===== config.mk =====
export PLATFORM = sky130hd
export DESIGN_NAME = mc_controller_hs_flat
export DESIGN_NICKNAME = d
export VERILOG_FILES = /design/src/rtl/mc_controller_hs_pkg.sv /design/src/rtl/mc_controller_hs_if.sv /design/src/rtl/mc_controller_hs_branch_cond.sv /design/src/rtl/mc_controller_hs.sv /design/src/flat_wrapper.sv
export SDC_FILE = /design/constraint.sdc
export NUM_CORES = 1
export LEC_CHECK = 0
export CAP_MARGIN = 30
export CELL_PAD_IN_SITES_DETAIL_PLACEMENT = 1
export CELL_PAD_IN_SITES_GLOBAL_PLACEMENT = 1
export CORE_MARGIN = 2
export CORE_UTILIZATION = 35
export CTS_CLUSTER_SIZE = 16
export DETAILED_ROUTE_END_ITERATION = 16
export PLACE_DENSITY_LB_ADDON = 0.1
export SLEW_MARGIN = 20
export SYNTH_ARGS = -nofsm -noshare
export SYNTH_HDL_FRONTEND = slang
export SYNTH_SLANG_ARGS = --single-unit

===== constraint.sdc =====
create_clock -name clk -period 2.55 [get_ports clk]
set_input_delay 0.3825 -clock clk [delete_from_list [all_inputs] [get_ports clk]]
set_output_delay 0.3825 -clock clk [all_outputs]
set_load 0.01 [all_outputs]

===== src/rtl/mc_controller_hs_pkg.sv =====
// Shared types and constants for the multi-cycle RV32I/RV64I control FSM.
// The package also holds the opcode decoder used by the top-level FSM.
package mc_ctrl_pkg;

    typedef enum logic [3:0] {
        S_FETCH    = 4'd0,
        S_DECODE   = 4'd1,
        S_BR       = 4'd2,
        S_JAL      = 4'd3,
        S_JALR     = 4'd4,
        S_R_EX     = 4'd5,
        S_I_EX     = 4'd6,
        S_WB_ALU   = 4'd7,
        S_LUI      = 4'd8,
        S_AUIPC    = 4'd9,
        S_MEM_ADDR = 4'd10,
        S_LOAD     = 4'd11,
        S_STORE    = 4'd12,
        S_LOAD_WB  = 4'd13,
        S_TRAP     = 4'd14
    } state_e;

    typedef enum logic [2:0] {
        ALU_ADD   = 3'd0,
        ALU_SUB   = 3'd1,
        ALU_RTYPE = 3'd2,
        ALU_ITYPE = 3'd3
    } alu_op_e;

    localparam logic [6:0] OP_BRANCH = 7'b1100011;
    localparam logic [6:0] OP_JAL    = 7'b1101111;
    localparam logic [6:0] OP_JALR   = 7'b1100111;
    localparam logic [6:0] OP_RTYPE  = 7'b0110011;
    localparam logic [6:0] OP_ITYPE  = 7'b0010011;
    localparam logic [6:0] OP_LOAD   = 7'b0000011;
    localparam logic [6:0] OP_STORE  = 7'b0100011;
    localparam logic [6:0] OP_LUI    = 7'b0110111;
    localparam logic [6:0] OP_AUIPC  = 7'b0010111;

    localparam logic [2:0] F3_BEQ  = 3'b000;
    localparam logic [2:0] F3_BNE  = 3'b001;
    localparam logic [2:0] F3_BLT  = 3'b100;
    localparam logic [2:0] F3_BGE  = 3'b101;
    localparam logic [2:0] F3_BLTU = 3'b110;
    localparam logic [2:0] F3_BGEU = 3'b111;

    localparam logic [1:0] SRC_A_PC    = 2'd0;
    localparam logic [1:0] SRC_A_RS1   = 2'd1;
    localparam logic [1:0] SRC_A_OLDPC = 2'd2;

    localparam logic [1:0] SRC_B_RS2  = 2'd0;
    localparam logic [1:0] SRC_B_FOUR = 2'd1;
    localparam logic [1:0] SRC_B_IMM  = 2'd2;

    localparam logic [1:0] PC_SRC_ALU    = 2'd0;
    localparam logic [1:0] PC_SRC_ALUOUT = 2'd1;
    localparam logic [1:0] PC_SRC_JALR   = 2'd2;

    localparam logic [1:0] M2R_ALUOUT = 2'd0;
    localparam logic [1:0] M2R_MDR    = 2'd1;
    localparam logic [1:0] M2R_PC     = 2'd2;
    localparam logic [1:0] M2R_IMM    = 2'd3;

    // Execute state selected from DECODE; S_TRAP flags an unknown opcode.
    function automatic state_e decode_opcode(input logic [6:0] op, input logic en_ui);
        state_e nxt;
        case (op)
            OP_BRANCH: nxt = S_BR;
            OP_JAL:    nxt = S_JAL;
            OP_JALR:   nxt = S_JALR;
            OP_RTYPE:  nxt = S_R_EX;
            OP_ITYPE:  nxt = S_I_EX;
            OP_LOAD:   nxt = S_MEM_ADDR;
            OP_STORE:  nxt = S_MEM_ADDR;
            OP_LUI:    nxt = en_ui ? S_LUI : S_TRAP;
            OP_AUIPC:  nxt = en_ui ? S_AUIPC : S_TRAP;
            default:   nxt = S_TRAP;
        endcase
        return nxt;
    endfunction

endpackage


===== src/rtl/mc_controller_hs_if.sv =====
// Decode-field, branch-flag, memory handshake and datapath-control bundle
// between the controller (slave side) and its environment (master side).
interface mc_controller_hs_if;
    logic [6:0] opcode;
    logic [2:0] funct3;
    logic       funct7_5;
    logic       zero;
    logic       lt;
    logic       ltu;
    logic       mem_ready;

    logic       pc_en;
    logic       iord;
    logic       mem_read;
    logic       mem_write;
    logic       ir_write;
    logic       reg_write;
    logic [1:0] alu_src_a;
    logic [1:0] alu_src_b;
    logic [2:0] alu_op;
    logic [1:0] pc_src;
    logic [1:0] mem_to_reg;
    logic [2:0] mem_funct;
    logic       trap;
    logic       bus_err;
    logic       illegal;

    modport slave (
        input  opcode, funct3, funct7_5, zero, lt, ltu, mem_ready,
        output pc_en, iord, mem_read, mem_write, ir_write, reg_write,
               alu_src_a, alu_src_b, alu_op, pc_src, mem_to_reg, mem_funct,
               trap, bus_err, illegal
    );

    modport master (
        output opcode, funct3, funct7_5, zero, lt, ltu, mem_ready,
        input  pc_en, iord, mem_read, mem_write, ir_write, reg_write,
               alu_src_a, alu_src_b, alu_op, pc_src, mem_to_reg, mem_funct,
               trap, bus_err, illegal
    );
endinterface


===== src/rtl/mc_controller_hs_branch_cond.sv =====
// Branch-condition evaluator: funct3 selects the comparison; funct3 010/011
// are not branches and are reported as bad_funct.
module mc_branch_cond
    import mc_ctrl_pkg::*;
(
    input  logic [2:0] funct3_i,
    input  logic       zero_i,
    input  logic       lt_i,
    input  logic       ltu_i,
    output logic       taken_o,
    output logic       bad_funct_o
);

    // Condition select; a bad encoding never reports taken.
    always_comb begin
        taken_o     = 1'b0;
        bad_funct_o = 1'b0;
        case (funct3_i)
            F3_BEQ:  taken_o = zero_i;
            F3_BNE:  taken_o = ~zero_i;
            F3_BLT:  taken_o = lt_i;
            F3_BGE:  taken_o = ~lt_i;
            F3_BLTU: taken_o = ltu_i;
            F3_BGEU: taken_o = ~ltu_i;
            default: bad_funct_o = 1'b1;
        endcase
    end

endmodule


===== src/rtl/mc_controller_hs.sv =====
// Multi-cycle RISC-V control FSM with ready/valid memory handshake, timeout
// and a sticky trap state for bus errors and illegal instructions.
module mc_controller_hs
    import mc_ctrl_pkg::*;
#(
    parameter int unsigned MAX_WAIT     = 15,
    parameter int unsigned WAIT_W       = 8,
    parameter bit          EN_LUI_AUIPC = 1'b1
) (
    input  logic                clk,
    input  logic                rst,
    mc_controller_hs_if.slave   ctrl
);

    localparam logic [WAIT_W-1:0] MAX_WAIT_C = WAIT_W'(MAX_WAIT);
    localparam logic [WAIT_W-1:0] WAIT_SAT_C = {WAIT_W{1'b1}};
    localparam logic [WAIT_W-1:0] WAIT_ONE_C = WAIT_W'(1);

    state_e            state_q, state_d;
    logic [WAIT_W-1:0] wait_cnt_q, wait_cnt_d;
    logic              bus_err_q, bus_err_d;
    logic              illegal_q, illegal_d;

    logic       mem_wait_s;
    logic       timeout_s;
    logic       taken_s;
    logic       bad_funct_s;
    logic       pc_en_s, iord_s, mem_read_s, mem_write_s, ir_write_s, reg_write_s;
    logic [1:0] alu_src_a_s, alu_src_b_s, pc_src_s, mem_to_reg_s;
    alu_op_e    alu_op_s;
    logic [2:0] mem_funct_s;
    logic       trap_s;
    logic       unused_funct7_s;

    // funct7_5 is consumed only by the external ALU controller.
    assign unused_funct7_s = ctrl.funct7_5;
    assign timeout_s       = (wait_cnt_q == MAX_WAIT_C);

    mc_branch_cond u_branch_cond (
        .funct3_i    (ctrl.funct3),
        .zero_i      (ctrl.zero),
        .lt_i        (ctrl.lt),
        .ltu_i       (ctrl.ltu),
        .taken_o     (taken_s),
        .bad_funct_o (bad_funct_s)
    );

    // Next-state, sticky-cause and datapath-control decode.
    always_comb begin
        state_d      = state_q;
        bus_err_d    = bus_err_q;
        illegal_d    = illegal_q;
        mem_wait_s   = 1'b0;
        pc_en_s      = 1'b0;
        iord_s       = 1'b0;
        mem_read_s   = 1'b0;
        mem_write_s  = 1'b0;
        ir_write_s   = 1'b0;
        reg_write_s  = 1'b0;
        alu_src_a_s  = SRC_A_PC;
        alu_src_b_s  = SRC_B_RS2;
        alu_op_s     = ALU_ADD;
        pc_src_s     = PC_SRC_ALU;
        mem_to_reg_s = M2R_ALUOUT;
        mem_funct_s  = 3'b000;
        trap_s       = 1'b0;
        case (state_q)
            S_FETCH: begin
                mem_read_s  = 1'b1;
                alu_src_b_s = SRC_B_FOUR;
                mem_wait_s  = 1'b1;
                if (ctrl.mem_ready) begin
                    ir_write_s = 1'b1;
                    pc_en_s    = 1'b1;
                    state_d    = S_DECODE;
                end else if (timeout_s) begin
                    state_d   = S_TRAP;
                    bus_err_d = 1'b1;
                end else begin
                    state_d = S_FETCH;
                end
            end
            S_DECODE: begin
                alu_src_a_s = SRC_A_OLDPC;
                alu_src_b_s = SRC_B_IMM;
                state_d     = decode_opcode(ctrl.opcode, EN_LUI_AUIPC);
                if (state_d == S_TRAP) begin
                    illegal_d = 1'b1;
                end else begin
                    illegal_d = illegal_q;
                end
            end
            S_BR: begin
                alu_src_a_s = SRC_A_RS1;
                alu_src_b_s = SRC_B_RS2;
                alu_op_s    = ALU_SUB;
                pc_src_s    = PC_SRC_ALUOUT;
                pc_en_s     = taken_s & ~bad_funct_s;
                if (bad_funct_s) begin
                    state_d   = S_TRAP;
                    illegal_d = 1'b1;
                end else begin
                    state_d = S_FETCH;
                end
            end
            S_JAL: begin
                mem_to_reg_s = M2R_PC;
                reg_write_s  = 1'b1;
                pc_src_s     = PC_SRC_ALUOUT;
                pc_en_s      = 1'b1;
                state_d      = S_FETCH;
            end
            S_JALR: begin
                alu_src_a_s  = SRC_A_RS1;
                alu_src_b_s  = SRC_B_IMM;
                pc_src_s     = PC_SRC_JALR;
                mem_to_reg_s = M2R_PC;
                reg_write_s  = 1'b1;
                pc_en_s      = 1'b1;
                state_d      = S_FETCH;
            end
            S_R_EX: begin
                alu_src_a_s = SRC_A_RS1;
                alu_src_b_s = SRC_B_RS2;
                alu_op_s    = ALU_RTYPE;
                state_d     = S_WB_ALU;
            end
            S_I_EX: begin
                alu_src_a_s = SRC_A_RS1;
                alu_src_b_s = SRC_B_IMM;
                alu_op_s    = ALU_ITYPE;
                state_d     = S_WB_ALU;
            end
            S_WB_ALU: begin
                mem_to_reg_s = M2R_ALUOUT;
                reg_write_s  = 1'b1;
                state_d      = S_FETCH;
            end
            S_LUI: begin
                mem_to_reg_s = M2R_IMM;
                reg_write_s  = 1'b1;
                state_d      = S_FETCH;
            end
            S_AUIPC: begin
                alu_src_a_s = SRC_A_OLDPC;
                alu_src_b_s = SRC_B_IMM;
                state_d     = S_WB_ALU;
            end
            S_MEM_ADDR: begin
                alu_src_a_s = SRC_A_RS1;
                alu_src_b_s = SRC_B_IMM;
                state_d     = (ctrl.opcode == OP_LOAD) ? S_LOAD : S_STORE;
            end
            S_LOAD: begin
                iord_s      = 1'b1;
                mem_read_s  = 1'b1;
                mem_funct_s = ctrl.funct3;
                mem_wait_s  = 1'b1;
                if (ctrl.mem_ready) begin
                    state_d = S_LOAD_WB;
                end else if (timeout_s) begin
                    state_d   = S_TRAP;
                    bus_err_d = 1'b1;
                end else begin
                    state_d = S_LOAD;
                end
            end
            S_STORE: begin
                iord_s      = 1'b1;
                mem_write_s = 1'b1;
                mem_funct_s = ctrl.funct3;
                mem_wait_s  = 1'b1;
                if (ctrl.mem_ready) begin
                    state_d = S_FETCH;
                end else if (timeout_s) begin
                    state_d   = S_TRAP;
                    bus_err_d = 1'b1;
                end else begin
                    state_d = S_STORE;
                end
            end
            S_LOAD_WB: begin
                mem_to_reg_s = M2R_MDR;
                reg_write_s  = 1'b1;
                mem_funct_s  = ctrl.funct3;
                state_d      = S_FETCH;
            end
            S_TRAP: begin
                trap_s  = 1'b1;
                state_d = S_TRAP;
            end
            default: begin
                // Corrupted state encoding: park safely in TRAP.
                state_d   = S_TRAP;
                illegal_d = 1'b1;
            end
        endcase
    end

    // Wait counter: runs only while an access stalls, cleared on any state change.
    always_comb begin
        if (state_d != state_q) begin
            wait_cnt_d = '0;
        end else if (mem_wait_s && !ctrl.mem_ready && (wait_cnt_q != WAIT_SAT_C)) begin
            wait_cnt_d = wait_cnt_q + WAIT_ONE_C;
        end else begin
            wait_cnt_d = wait_cnt_q;
        end
    end

    // State, wait counter and sticky trap-cause registers.
    always_ff @(posedge clk) begin
        if (rst) begin
            state_q    <= S_FETCH;
            wait_cnt_q <= '0;
            bus_err_q  <= 1'b0;
            illegal_q  <= 1'b0;
        end else begin
            state_q    <= state_d;
            wait_cnt_q <= wait_cnt_d;
            bus_err_q  <= bus_err_d;
            illegal_q  <= illegal_d;
        end
    end

    assign ctrl.pc_en      = pc_en_s;
    assign ctrl.iord       = iord_s;
    assign ctrl.mem_read   = mem_read_s;
    assign ctrl.mem_write  = mem_write_s;
    assign ctrl.ir_write   = ir_write_s;
    assign ctrl.reg_write  = reg_write_s;
    assign ctrl.alu_src_a  = alu_src_a_s;
    assign ctrl.alu_src_b  = alu_src_b_s;
    assign ctrl.alu_op     = alu_op_s;
    assign ctrl.pc_src     = pc_src_s;
    assign ctrl.mem_to_reg = mem_to_reg_s;
    assign ctrl.mem_funct  = mem_funct_s;
    assign ctrl.trap       = trap_s;
    assign ctrl.bus_err    = bus_err_q;
    assign ctrl.illegal    = illegal_q;

endmodule


===== src/flat_wrapper.sv =====
// flat-port wrapper written by rule: the top's interface ports become plain ports
module mc_controller_hs_flat import mc_ctrl_pkg::*;
#(
    parameter int unsigned MAX_WAIT     = 15,
    parameter int unsigned WAIT_W       = 8,
    parameter bit          EN_LUI_AUIPC = 1'b1
)
  (clk, rst, ctrl_opcode, ctrl_funct3, ctrl_funct7_5, ctrl_zero, ctrl_lt, ctrl_ltu, ctrl_mem_ready, ctrl_pc_en, ctrl_iord, ctrl_mem_read, ctrl_mem_write, ctrl_ir_write, ctrl_reg_write, ctrl_alu_src_a, ctrl_alu_src_b, ctrl_alu_op, ctrl_pc_src, ctrl_mem_to_reg, ctrl_mem_funct, ctrl_trap, ctrl_bus_err, ctrl_illegal);
  mc_controller_hs_if ctrl_i ();
  input  logic clk;
  input  logic rst;
  input wire logic [$bits(ctrl_i.opcode)-1:0] ctrl_opcode;
  input wire logic [$bits(ctrl_i.funct3)-1:0] ctrl_funct3;
  input wire logic [$bits(ctrl_i.funct7_5)-1:0] ctrl_funct7_5;
  input wire logic [$bits(ctrl_i.zero)-1:0] ctrl_zero;
  input wire logic [$bits(ctrl_i.lt)-1:0] ctrl_lt;
  input wire logic [$bits(ctrl_i.ltu)-1:0] ctrl_ltu;
  input wire logic [$bits(ctrl_i.mem_ready)-1:0] ctrl_mem_ready;
  output wire logic [$bits(ctrl_i.pc_en)-1:0] ctrl_pc_en;
  output wire logic [$bits(ctrl_i.iord)-1:0] ctrl_iord;
  output wire logic [$bits(ctrl_i.mem_read)-1:0] ctrl_mem_read;
  output wire logic [$bits(ctrl_i.mem_write)-1:0] ctrl_mem_write;
  output wire logic [$bits(ctrl_i.ir_write)-1:0] ctrl_ir_write;
  output wire logic [$bits(ctrl_i.reg_write)-1:0] ctrl_reg_write;
  output wire logic [$bits(ctrl_i.alu_src_a)-1:0] ctrl_alu_src_a;
  output wire logic [$bits(ctrl_i.alu_src_b)-1:0] ctrl_alu_src_b;
  output wire logic [$bits(ctrl_i.alu_op)-1:0] ctrl_alu_op;
  output wire logic [$bits(ctrl_i.pc_src)-1:0] ctrl_pc_src;
  output wire logic [$bits(ctrl_i.mem_to_reg)-1:0] ctrl_mem_to_reg;
  output wire logic [$bits(ctrl_i.mem_funct)-1:0] ctrl_mem_funct;
  output wire logic [$bits(ctrl_i.trap)-1:0] ctrl_trap;
  output wire logic [$bits(ctrl_i.bus_err)-1:0] ctrl_bus_err;
  output wire logic [$bits(ctrl_i.illegal)-1:0] ctrl_illegal;
  assign ctrl_i.opcode = ctrl_opcode;
  assign ctrl_i.funct3 = ctrl_funct3;
  assign ctrl_i.funct7_5 = ctrl_funct7_5;
  assign ctrl_i.zero = ctrl_zero;
  assign ctrl_i.lt = ctrl_lt;
  assign ctrl_i.ltu = ctrl_ltu;
  assign ctrl_i.mem_ready = ctrl_mem_ready;
  assign ctrl_pc_en = ctrl_i.pc_en;
  assign ctrl_iord = ctrl_i.iord;
  assign ctrl_mem_read = ctrl_i.mem_read;
  assign ctrl_mem_write = ctrl_i.mem_write;
  assign ctrl_ir_write = ctrl_i.ir_write;
  assign ctrl_reg_write = ctrl_i.reg_write;
  assign ctrl_alu_src_a = ctrl_i.alu_src_a;
  assign ctrl_alu_src_b = ctrl_i.alu_src_b;
  assign ctrl_alu_op = ctrl_i.alu_op;
  assign ctrl_pc_src = ctrl_i.pc_src;
  assign ctrl_mem_to_reg = ctrl_i.mem_to_reg;
  assign ctrl_mem_funct = ctrl_i.mem_funct;
  assign ctrl_trap = ctrl_i.trap;
  assign ctrl_bus_err = ctrl_i.bus_err;
  assign ctrl_illegal = ctrl_i.illegal;
  mc_controller_hs #(.MAX_WAIT(MAX_WAIT), .WAIT_W(WAIT_W), .EN_LUI_AUIPC(EN_LUI_AUIPC)) u_core (.clk(clk), .rst(rst), .ctrl(ctrl_i));
endmodule

==> summary.md <==
| Metric | Value |
|---|---|
| Source of the worst register-to-register timing path | u_core.state_q[1] |
| Worst hold slack after final layout | 492 ps |
| CTS tree | yes |
| Number of antenna cells inserted | 0 |
| Flops & latches, synth | 14 |
| Worst min-delay path class | reg2reg |
| Peak Freq | 421 MHz |
| Filler cells | 497 |
| Iter 0 DRT Violations | 104 |
| Instance area after placement | 0.00207 sq mm |
| Setup skew after layout | 0.696 ps |
| DR vias | 1,733 |
| Crit path arrival time | 1990 ps |
| Accumulated negative setup slack | 0 ps |
| Worst stage delay on the critical path | 580 ps |
| Number of buffers and inverters on the critical path | 2 |
| Critical Path Stages | 4 |
| Count of flip-flops with a built-in enable after synthesis | 0 |
| Endpoints failing hold | 0 |
| Critical path startpoint category | register |
| Worst hold path startpoint | u_core.ctrl.bus_err |
| Initial antenna violation count | 0 |
| Via-to-Cell Ratio | 5.76 |
| Count of yosys warnings during synthesis | 0 |
| Area occupied by multi-input gates | 0.00114 sq mm |
| Final count of pins violating max slew | 0 |
| Weighted congestion reported at the end of routability-driven placement | 0.861 |
| Port bufs | 37 |
| Cells taking the most area after synthesis | sky130_fd_sc_hd__dfxtp_1 (19%), sky130_fd_sc_hd__nor3_1 (4.0%), sky130_fd_sc_hd__nand2_1 (4.0%) |
| Critical Path Start | u_core.state_q[2] |
| Simple-gate share of the synthesized area | 43.4% |
| Register-to-register setup slack | 260 ps |
| Static leakage | 0.847 nW |
| Largest fanout on the critical path | 11 |
| Final Cell Area | 0.00216 sq mm |
| Worst IR Drop VDD | 0.304 mV |
| Critical setup path kind | reg2out |
| Xor and xnor fraction of the mapped netlist area | 6.93% |
| Count of different cell masters after synthesis | 62 |
| Power density of the placed cells | 599 mW/mm^2 |
| Final-report setup violation count | 0 |
| Post-route minimum period | 2380 ps |
| Area share of fa/ha/maj cells after synthesis | 0.835% |
| Result of the run | finished, final reports clean |
| Multiplexer share of the synthesized area | 3.09% |
| Starting density of the core | 36.9% |
| Number of buffers added by the clock tree synthesis step | 3 |
| Max_cap viols | 0 |
| RSZ-0062 raised after global routing | false |
| Antenna-violating nets left | 0 |
| Gate count after technology mapping | 195 |
| Hold Path Stages | 2 |
| Net Count, Synth | 213 |
| Top-level port count | 40 |
| Main combinational cell family by area after synthesis | simple AND/OR/NAND/NOR gates |
| Critical Path, Cell by Cell | or4_4, inv_1, and2_1, clkdlybuf4s50_1 |
| Final Power | 1.29 mW |
| Standard-cell rows | 23 |
| Routed length per instance | 17.3 microns |
| Number of iterations in the first detailed-routing pass | 4 |
| Category of the worst setup path capture point | primary output |
| DRC Markers | 0 |
| Summed instance area of the synthesized netlist | 0.00150 sq mm |
| Number of buffers inserted for hold repair after clock tree synthesis | 0 |
| Sink count of the clock tree | 14 |
| Clock transition at path regs | 60 ps |
| Vias in the first global route | 1,819 |
| Overall track demand over capacity in global routing | 21.7% |
| Clock latency on the worst-skew pair | 250 ps |
| Die X | 69.4 microns |
| Largest net degree at the start of global routing | 12 |
| Cell accounting for the most synthesized area | sky130_fd_sc_hd__dfxtp_1 |
| Register area | 288 sq um |
| First-pass GRT wire length | 8.67 mm |
| Complex-gate fraction of the synthesized area | 19.7% |
| Post-detailed-routing wire length | 5.20 mm |
| Die outline area | 0.00482 sq mm |
| Final standard cell utilization of the core | 53.2% |
| Portion of synthesized cell area occupied by the leading cell type | 18.7% |
| Number of cells traversed by the worst register-to-register path | 6 |
| Layout overhead on the synthesized area | 44.1% |
| Kind of cell with the highest combined delay on the critical path | simple AND/OR/NAND/NOR gates |
| Crit path required time | 2170 ps |
| HPWL Detailed | 4.11 mm |
| Worst r2r dst | u_core.wait_cnt_q[3] |
| Master of the slowest instance on the critical path | sky130_fd_sc_hd__or4_4 |
| Top cells by instance count after synthesis | sky130_fd_sc_hd__nand2_1 (16), sky130_fd_sc_hd__nor2_1 (16), sky130_fd_sc_hd__dfxtp_1 (14) |
| Number of buffers on the longest clock path | 2 |
| End of the worst hold path | u_core.ctrl.bus_err |
| Period utilisation layout | 93.2% |
| Clock Tree Root | sky130_fd_sc_hd__clkbuf_8 |
| Nets | 270 |
| Vertical die dimension | 69.4 microns |
| Share of synthesized registers carrying an async set or reset | 0% |
| Syn avg cell area | 7.68 sq um |
| Sequential area share after synthesis | 18.7% |
| Core area | 0.00406 sq mm |
| H-tree level count | 1 |
| Most used DFF post-synth | sky130_fd_sc_hd__dfxtp_1 |
| Fraction of layout cells with a size suffix above 1 | 21.9% |
| Total congestion overflow after global routing | 0 |
-- worst max path at each step --
| stage | slack [ps] | to |
|---|---|---|
| after global routing | 50 | u_core.wait_cnt_q[1] |
| after floorplan | 360 | u_core.wait_cnt_q[5] |
| after CTS | 10 | u_core.wait_cnt_q[3] |
| final | 170 | ctrl_ir_write |
| after detailed placement | -340 | u_core.wait_cnt_q[3] |
| after global placement | -210 | u_core.wait_cnt_q[1] |
-- placed cells by master, fill, tap and decap left out, types with 5 or more instances in the layout --
| cell type | count |
|---|---|
| sky130_fd_sc_hd__buf_4 | 30 |
| sky130_fd_sc_hd__clkdlybuf4s50_1 | 31 |
| sky130_fd_sc_hd__xor2_1 | 6 |
| sky130_fd_sc_hd__nand2_1 | 16 |
| sky130_fd_sc_hd__o21ai_0 | 8 |
| sky130_fd_sc_hd__nor2_1 | 16 |
| sky130_fd_sc_hd__nand2b_1 | 6 |
| sky130_fd_sc_hd__and2_1 | 5 |
| sky130_fd_sc_hd__nor3_1 | 12 |
| sky130_fd_sc_hd__dfxtp_1 | 10 |
| sky130_fd_sc_hd__nor4_1 | 5 |
| sky130_fd_sc_hd__a21oi_1 | 7 |
| sky130_fd_sc_hd__nand3_1 | 5 |
| sky130_fd_sc_hd__a31oi_1 | 5 |
-- sequential cells by signal, summed over array words and instances (netlist names) --
signal               cells
u_core.ctrl.bus_err      1
u_core.ctrl.illegal      1
u_core.wait_cnt_q        8
u_core.state_q           4
-- per-stage QoR --
| step | std cells | setup WS (ps) |
|---|---|---|
| 5_1_grt | 301 | 45.7 |
| 3_5_place_dp | 297 | -340 |
| 2_1_floorplan | 195 | 360 |
| 3_3_place_gp | 297 | -214 |
| 4_1_cts | 301 | 11.3 |
| 6_report | 301 | 175 |
-- worst min-delay path, delay by kind of cell, from the launching register on --
kind               cells  cell delay, ps
and+or+nand+nor        1              80
AOI/OAI and AO/OA      1              40
DFF                    1             330
-- power breakdown --
part,internal [mW],switching [mW]
registers,0.243,0.0440
logic,0.400,0.382
clock network,0.137,0.0864
-- timing repair --
item	CTS	global route
hold endpoints to repair	0	0
gates resized for setup	6	8
buffers inserted	0	0
setup endpoints to repair	5	14
-- metal layers --
metal | vias to the layer above | wire, microns | GRT usage [%]
met5 | - | 0 | 0
met4 | 0 | 55 | 1.74
met3 | 6 | 202 | 3.49
met2 | 49 | 2690 | 39.7
met1 | 842 | 2250 | 27.6
li1 | 836 | - | -
-- logic make-up (layout without fill, tap and decap cells) --
group	Yosys count	count (layout)
compound gates	41	41
xor+xnor	11	11
fa+ha+maj	1	1
buf+inv	19	75
flops	14	14
mux	4	4
other cells	1	1
simple gates	104	104
-- layout make-up --
| cell class | count | area share, % |
|---|---|---|
| clock buffers | 4 | 2.55 |
| inverters | 4 | 0.696 |
| multi-input cells | 162 | 52.9 |
| flip-flops and latches | 14 | 13.3 |
| well taps | 50 | 2.90 |
| repair buffers | 67 | 27.6 |
(Power assumes the default switching activity.)
